[src/rtl/add32_pkg.sv]
// Shared types and helpers for the multi-precision add/subtract sequencer.
package add32_pkg;

    localparam int unsigned WORD_W = 32;

    typedef enum logic {IDLE, BUSY} state_t;

    // Signed overflow: operands agree in sign but the result sign differs.
    function automatic logic signed_ovf(input logic a_msb, input logic b_msb, input logic s_msb);
        return (a_msb ~^ b_msb) & (s_msb ^ a_msb);
    endfunction

endpackage

[src/rtl/add32_mp_seq.sv]
// Multi-precision add/subtract sequencer driving an external 32-bit adder word by word.
// Optional signed-overflow output out_ovf is enabled by defining ADD32_SIGNED_OVF_EN.
module add32_mp_seq
    import add32_pkg::*;
#(
    parameter int unsigned MAX_WORDS = 4
) (
    input  logic              clk,
    input  logic              rst,
    input  logic              in_valid,
    output logic              in_ready,
    input  logic [WORD_W-1:0] in_a,
    input  logic [WORD_W-1:0] in_b,
    input  logic              in_first,
    input  logic              in_last,
    input  logic              in_sub,
    output logic [WORD_W-1:0] add_a,
    output logic [WORD_W-1:0] add_b,
    output logic              add_cin,
    input  logic [WORD_W-1:0] add_sum,
    input  logic              add_cout,
    output logic              out_valid,
    input  logic              out_ready,
    output logic [WORD_W-1:0] out_sum,
    output logic              out_last,
    output logic              out_carry,
    output logic              out_err
`ifdef ADD32_SIGNED_OVF_EN
    ,
    output logic              out_ovf
`endif
);

    localparam int unsigned CNT_W = (MAX_WORDS > 1) ? $clog2(MAX_WORDS) : 1;

    state_t             r_state;
    logic [CNT_W-1:0]   r_count;
    logic               r_carry;
    logic               r_sub;
    logic               r_out_valid;
    logic [WORD_W-1:0]  r_out_sum;
    logic               r_out_last;
    logic               r_out_carry;
    logic               r_out_err;

    logic               w_start;
    logic               w_eff_sub;
    logic [CNT_W-1:0]   w_cnt_eff;
    logic               w_at_max;
    logic               w_last_eff;
    logic               w_err;
    logic               w_accept;
    logic               w_pop;

    // A first word (explicit or implied by IDLE) always counts from zero.
    assign w_start    = in_first | (r_state == IDLE);
    assign w_eff_sub  = w_start ? in_sub : r_sub;
    assign w_cnt_eff  = w_start ? '0 : r_count;
    assign w_at_max   = (w_cnt_eff == CNT_W'(MAX_WORDS - 1));
    assign w_last_eff = in_last | w_at_max;
    assign w_err      = (in_first & (r_state == BUSY)) | (w_at_max & ~in_last);

    assign add_a   = in_a;
    assign add_b   = w_eff_sub ? ~in_b : in_b;
    assign add_cin = w_start ? in_sub : r_carry;

    assign in_ready = ~r_out_valid | out_ready;
    assign w_accept = in_valid & in_ready;
    assign w_pop    = r_out_valid & out_ready;

    always_ff @(posedge clk or posedge rst) begin
        if (rst) begin
            r_state     <= IDLE;
            r_count     <= '0;
            r_carry     <= 1'b0;
            r_sub       <= 1'b0;
            r_out_valid <= 1'b0;
            r_out_sum   <= '0;
            r_out_last  <= 1'b0;
            r_out_carry <= 1'b0;
            r_out_err   <= 1'b0;
        end else if (w_accept) begin
            r_out_valid <= 1'b1;
            r_out_sum   <= add_sum;
            r_out_last  <= w_last_eff;
            r_out_carry <= w_last_eff & add_cout;
            r_out_err   <= w_err;
            r_carry     <= add_cout;
            if (w_start) begin
                r_sub <= in_sub;
            end
            if (w_last_eff) begin
                r_state <= IDLE;
                r_count <= '0;
            end else begin
                r_state <= BUSY;
                r_count <= w_cnt_eff + CNT_W'(1);
            end
        end else if (w_pop) begin
            r_out_valid <= 1'b0;
        end
    end

    assign out_valid = r_out_valid;
    assign out_sum   = r_out_sum;
    assign out_last  = r_out_last;
    assign out_carry = r_out_carry;
    assign out_err   = r_out_err;

`ifdef ADD32_SIGNED_OVF_EN
    logic r_out_ovf;

    always_ff @(posedge clk or posedge rst) begin
        if (rst) begin
            r_out_ovf <= 1'b0;
        end else if (w_accept) begin
            r_out_ovf <= w_last_eff & signed_ovf(in_a[WORD_W-1], add_b[WORD_W-1],
                                                 add_sum[WORD_W-1]);
        end
    end

    assign out_ovf = r_out_ovf;
`endif

endmodule

[config.mk]
export PLATFORM = sky130hd
export DESIGN_NAME = add32_mp_seq
export DESIGN_NICKNAME = d
export VERILOG_FILES = /design/src/rtl/add32_pkg.sv /design/src/rtl/add32_mp_seq.sv
export SDC_FILE = /design/constraint.sdc
export NUM_CORES = 1
export LEC_CHECK = 0
export CORE_UTILIZATION = 35
export CTS_CLUSTER_DIAMETER = 100
export DETAILED_ROUTE_END_ITERATION = 10
export HOLD_SLACK_MARGIN = 0.03
export MAX_ROUTING_LAYER = met4
export PLACE_DENSITY_LB_ADDON = 0.15
export SETUP_SLACK_MARGIN = 0.5
export SYNTH_ARGS = -nofsm -noshare
export SYNTH_HDL_FRONTEND = slang
export SYNTH_SLANG_ARGS = --single-unit
[constraint.sdc]
create_clock -name clk -period 2.6 [get_ports clk]
set_input_delay 0.26 -clock clk [delete_from_list [all_inputs] [get_ports clk]]
set_output_delay 0.26 -clock clk [all_outputs]
set_load 0.1 [all_outputs]
# ---- After elaboration in Yosys (flattened, before gate mapping)
# Cells that the tools add are included.
dict set report totals {
  reg_bits 41
  output_inout_bits 102
  inputBits 104
}
dict set report classes {
  n_eq_ne 1
  addsub 1
  mux 8
  bitwise 13
  n_reduce_logical 1
}
# operator n
set op_table {}
lappend op_table {{$mux 32} 1}
lappend op_table {{$not 32->32} 1}
lappend op_table {{$and 1x1->1} 5}
lappend op_table {{$mux 1} 5}
lappend op_table {{$mux 2} 2}
lappend op_table {{$or 1x1->1} 4}
lappend op_table {{$not 1->1} 3}
lappend op_table {{$add 2x1->2 const B} 1}
lappend op_table {{$eq 2x2->1 const B} 1}
lappend op_table {{$reduce_bool 2->1} 1}

# ---- Depth between registers and ports, before layout
dict set report depth {
  depth_word 6
  mapped_depth 6
}

# ---- Worst setup path before layout
# OpenSTA, ideal clock, no wires.
dict set report synth_timing {
  path_kind {register -> output}
  from {register r_state}
  to {output port add_b[0]}
  t_arrival_ps 2492
  path_stages_with_launch 5
  required_ps 2340
  setup_slack_ps -152
  cell_sequence {dfrtp_1 > nor2b_4 > mux2i_4 > buf_4 > xnor2_1}
}
dict set report synth_between {
  elab_chain_cells 4
}
# element line_no
set synth_lines {}
lappend synth_lines {{start, declared} add32_mp_seq.sv:36} ;# state_t r_state;
lappend synth_lines {{start signal, assigned} add32_mp_seq.sv:73} ;# r_state <= IDLE;
lappend synth_lines {{start signal, assigned} add32_mp_seq.sv:93} ;# r_state <= IDLE;
lappend synth_lines {{start signal, assigned} add32_mp_seq.sv:96} ;# r_state <= BUSY;
lappend synth_lines {{$not 1->1} add32_mp_seq.sv:56} ;# assign w_start = in_first | (r_state == IDLE);
lappend synth_lines {{$or 1x1->1} add32_mp_seq.sv:56}
lappend synth_lines {{$mux 1} -}
lappend synth_lines {{$mux 32} add32_mp_seq.sv:64} ;# assign add_b = w_eff_sub ? ~in_b : in_b;
lappend synth_lines {{end, declared} add32_mp_seq.sv:18} ;# output logic [WORD_W-1:0] add_b,
# No other way between the ends.

# ---- Worst setup path after layout
dict set report layout_timing {
  from {register r_state}
  to {output port add_b[17]}
}
# Same word-level chain as after synthesis.

==> flow_metrics.py <==
metrics = {
    "synthesis": {
        "postSynth.asyncResetShare_pct": 100,
        "synthAdderAreaFrac_pct": 0.525,
        "synth_edf_count": 0,
        "synth_top_family_by_area": "multiplexers",
        "synth_most_common_cell": "dfrtp_1",
        "syn_avg_cell_area_um2": 13.7,
        "synth_area_leaders": "dfrtp_1, mux2_4, xnor2_1",
        "synthXorXnorAreaFrac_pct": 11.8,
        "synth_ff_type": "dfrtp_1",
        "synth_mux_area_share_pct": 24.1,
        "synth_cells": 174,
        "yosysTopAreaCellShare_pct": 43.1,
        "synth_common_cells": "dfrtp_1, mux2_4, buf_4",
        "synth-simple-area-share_pct": 3.26,
        "syn_nets": 279,
        "synth_compound_area_share_pct": 1.79,
        "synth_seq_cells": 41,
        "yosysWarnings": 0,
        "synth_top_area_cell": "dfrtp_1",
        "synth_cell_type_count": 22,
        "synthesis.area_um2": 2380,
        "ys_seq_area_share_pct": 43.1,
    },
    "die": {
        "die_x_um": 84.5,
        "io_pins": 206,
        "core-area_um2": 6460,
        "die_h_um": 84.5,
        "start_util_pct": 36.9,
        "rows": 29,
        "dieArea_um2": 7140,
    },
    "timing": {
        "slew_violations": 0,
        "min_period_ns": 2.11,
        "whs_ns": 0.381,
        "finClkSkew_ns": 0.00776,
        "fin_ws_ns": 0.494,
        "fmax_mhz": 475,
        "min_period_over_period_pct": 81.0,
        "tightest_slew_ns": 0.733,
        "rsz0062_at_grt": "yes",
        "finalHoldViolations": 0,
        "relSlewSlack_pct": 51.1,
        "setup_viol": 0,
    },
    "finish": {
        "n_antenna_cell": 0,
        "post-route-util_pct": 70.3,
        "drive_gt1_share_pct": 53.2,
        "final_cells": 378,
        "nNetsFinal": 405,
        "area_growth_pct": 90.8,
    },
    "flow_run": {
        "drv_cap": 0,
    },
    "global_routing": {
        "gr-total-overflow": 0,
        "grt_pass1_wl_um": 10000,
        "antenna_found_initial": 0,
        "grtUsageTotal_pct": 19.3,
        "grt_pass1_vias": 1841,
        "grt_max_degree": 25,
    },
    "pwr": {
        "p_switching_mw": 1.96,
        "switching_share_pct": 51.2,
        "combPwrFrac_pct": 68.4,
        "p_per_area_nw_per_um2": 841,
        "p_total_mw": 3.82,
        "power_frac_seq_pct": 20.6,
        "p_leak_nw": 2.02,
        "power.internal_mw": 1.86,
        "clock_power_share_pct": 11.0,
        "vdd_drop_max_uv": 465,
    },
    "routing": {
        "finalWirelength_um": 6650,
        "drc_errors": 15,
        "wl_per_cell_um": 17.6,
        "first_pass_iters": 7,
        "viasPerCell": 4.63,
        "num_vias": 1750,
        "drtIter0Drc": 72,
        "drtAntennaViolNets": 0,
    },
    "placed_design": {
        "dp_slack_ns": 0.266,
        "routabilityCongestion": 0.725,
        "hpwl_um": 5220,
        "dp.cells": 359,
        "port_buffers": 141,
    },
    "setup_path": {
        "crit_start": "r_state",
        "worstPathMaxFanout": 5,
        "crit_type": "flip-flop to output port",
        "crit_arrival_ns": 1.85,
        "reg2reg_setup_slack_ns": 0.86,
        "r2r-start": "r_state",
        "cp-end-kind": "output port",
        "critPathRequiredTime_ns": 2.34,
        "start_kind": "flip-flop",
    },
    "cts": {
        "clk_pin_slew_ns": 0.09,
        "tritoncts": "built",
        "clock_sinks": 41,
        "h-tree-depth": 2,
        "clock_path_buffers": 2,
        "clockRootBuffer": "clkbuf_8",
        "cts_buffers": 5,
        "clk_latency_ns": 0.29,
    },
    "outcome": {
        "violations": "DRC",
        "run_status": "finished, violations left",
    },
    "worst_hold_path": {
        "hold_class": "input pin to asynchronous set/reset pin",
    },
}
cells by family (layout without fill, tap and decap cells):
family	count (synthesis)	in the layout
buffers and inverters	44	171
AND/OR/NAND/NOR	10	10
multiplexers	38	38
flip-flops	41	41
AO/OA/AOI/OAI	8	8
XOR/XNOR	32	32
adder cells (fa/ha/maj)	1	1
stage by stage:
step / TNS [ns] / cell area (um^2)
after CTS: 0 / 4470
after detailed placement: 0 / 4230
after floorplan: -1.34 / 2750
after global routing: 0 / 4540
after global placement: 0 / 4230
final: 0 / 4540
power groups by stage:
stage / clock network (mW) / registers [mW] / logic [mW]
after floorplan: 0 / 1.39 / 1.39
after global placement: 0 / 0.796 / 2.50
after detailed placement: 0 / 0.797 / 2.52
after CTS: 0.438 / 0.788 / 2.59
after global routing: 0.469 / 0.799 / 2.67
final: 0.420 / 0.787 / 2.62
what timing repair did:
action	4_1_cts	5_1_grt
gates cloned	1	1
gates resized for setup	5	8
hold buffers	0	0
setup endpoints to repair	32	30
setup buffers	8	1
pin swaps	0	0
final timing paths:
| kind | cells after the start | endpoint |
|---|---|---|
| setup / recovery | 6 | add_b[17] |
| hold / removal | 2 | out_sum[24] |
| setup reg to reg | 7 | out_carry |
| hold reg to reg | 1 | out_sum[20] |
| max in group asynchronous | 3 | out_sum[26] |
| min in group clk | 1 | out_sum[20] |
per-layer routing:
metal  GRT usage [%]  vias up  routed length [um]
met5               -        -                   0
met4            10.8        0                 283
met3            4.33       26                 518
met2            33.0      105                3530
met1            20.6      828                2310
li1                -      791                   -
cell type report:
cell class | count | area, um^2
Timing Repair Buffer | 160 | 1940
Fill cell | 460 | 1920
Multi-Input combinational cell | 89 | 1380
Sequential cell | 41 | 1030
Tap cell | 77 | 96.3
Clock buffer | 5 | 68.8
Clock inverter | 3 | 21.3
Inverter | 3 | 11.3
placed cells by master (no fill, tap or decap):
master,instances
clkinvlp_4,1
and2_1,1
buf_16,2
and3b_1,1
mux2i_4,1
dlygate4sd2_1,1
clkbuf_16,1
a22oi_1,1
xnor2_1,10
mux2_2,1
xnor2_2,2
and2_4,1
buf_6,3
clkdlybuf4s50_1,70
nor2b_1,1
buf_4,44
inv_6,1
nand4_1,1
nor2_1,2
o21ai_0,1
mux2_4,36
buf_12,37
nor2b_4,1
a21oi_1,6
dfrtp_1,41
nand2b_4,1
inv_1,3
buf_8,1
clkbuf_8,5
nand2b_1,1
ha_1,1
xnor2_4,20
bufbuf_16,1
clkinv_2,1
sequential cells by signal, indices dropped and copies added (netlist names):
name       cells
r_carry        1
out_last       1
r_sub          1
out_err        1
out_sum       32
out_carry      1
out_valid      1
r_state        1
r_count        2
critical path, cell delays in order, from the launching register on:
cell and delay, ns:
dfrtp_1 0.37, nor2b_4 0.19, mux2i_4 0.27, buf_6 0.15, buf_12 0.13, xnor2_2 0.11, bufbuf_16 0.33
No activity file was read; power rests on OpenSTA's default activity.
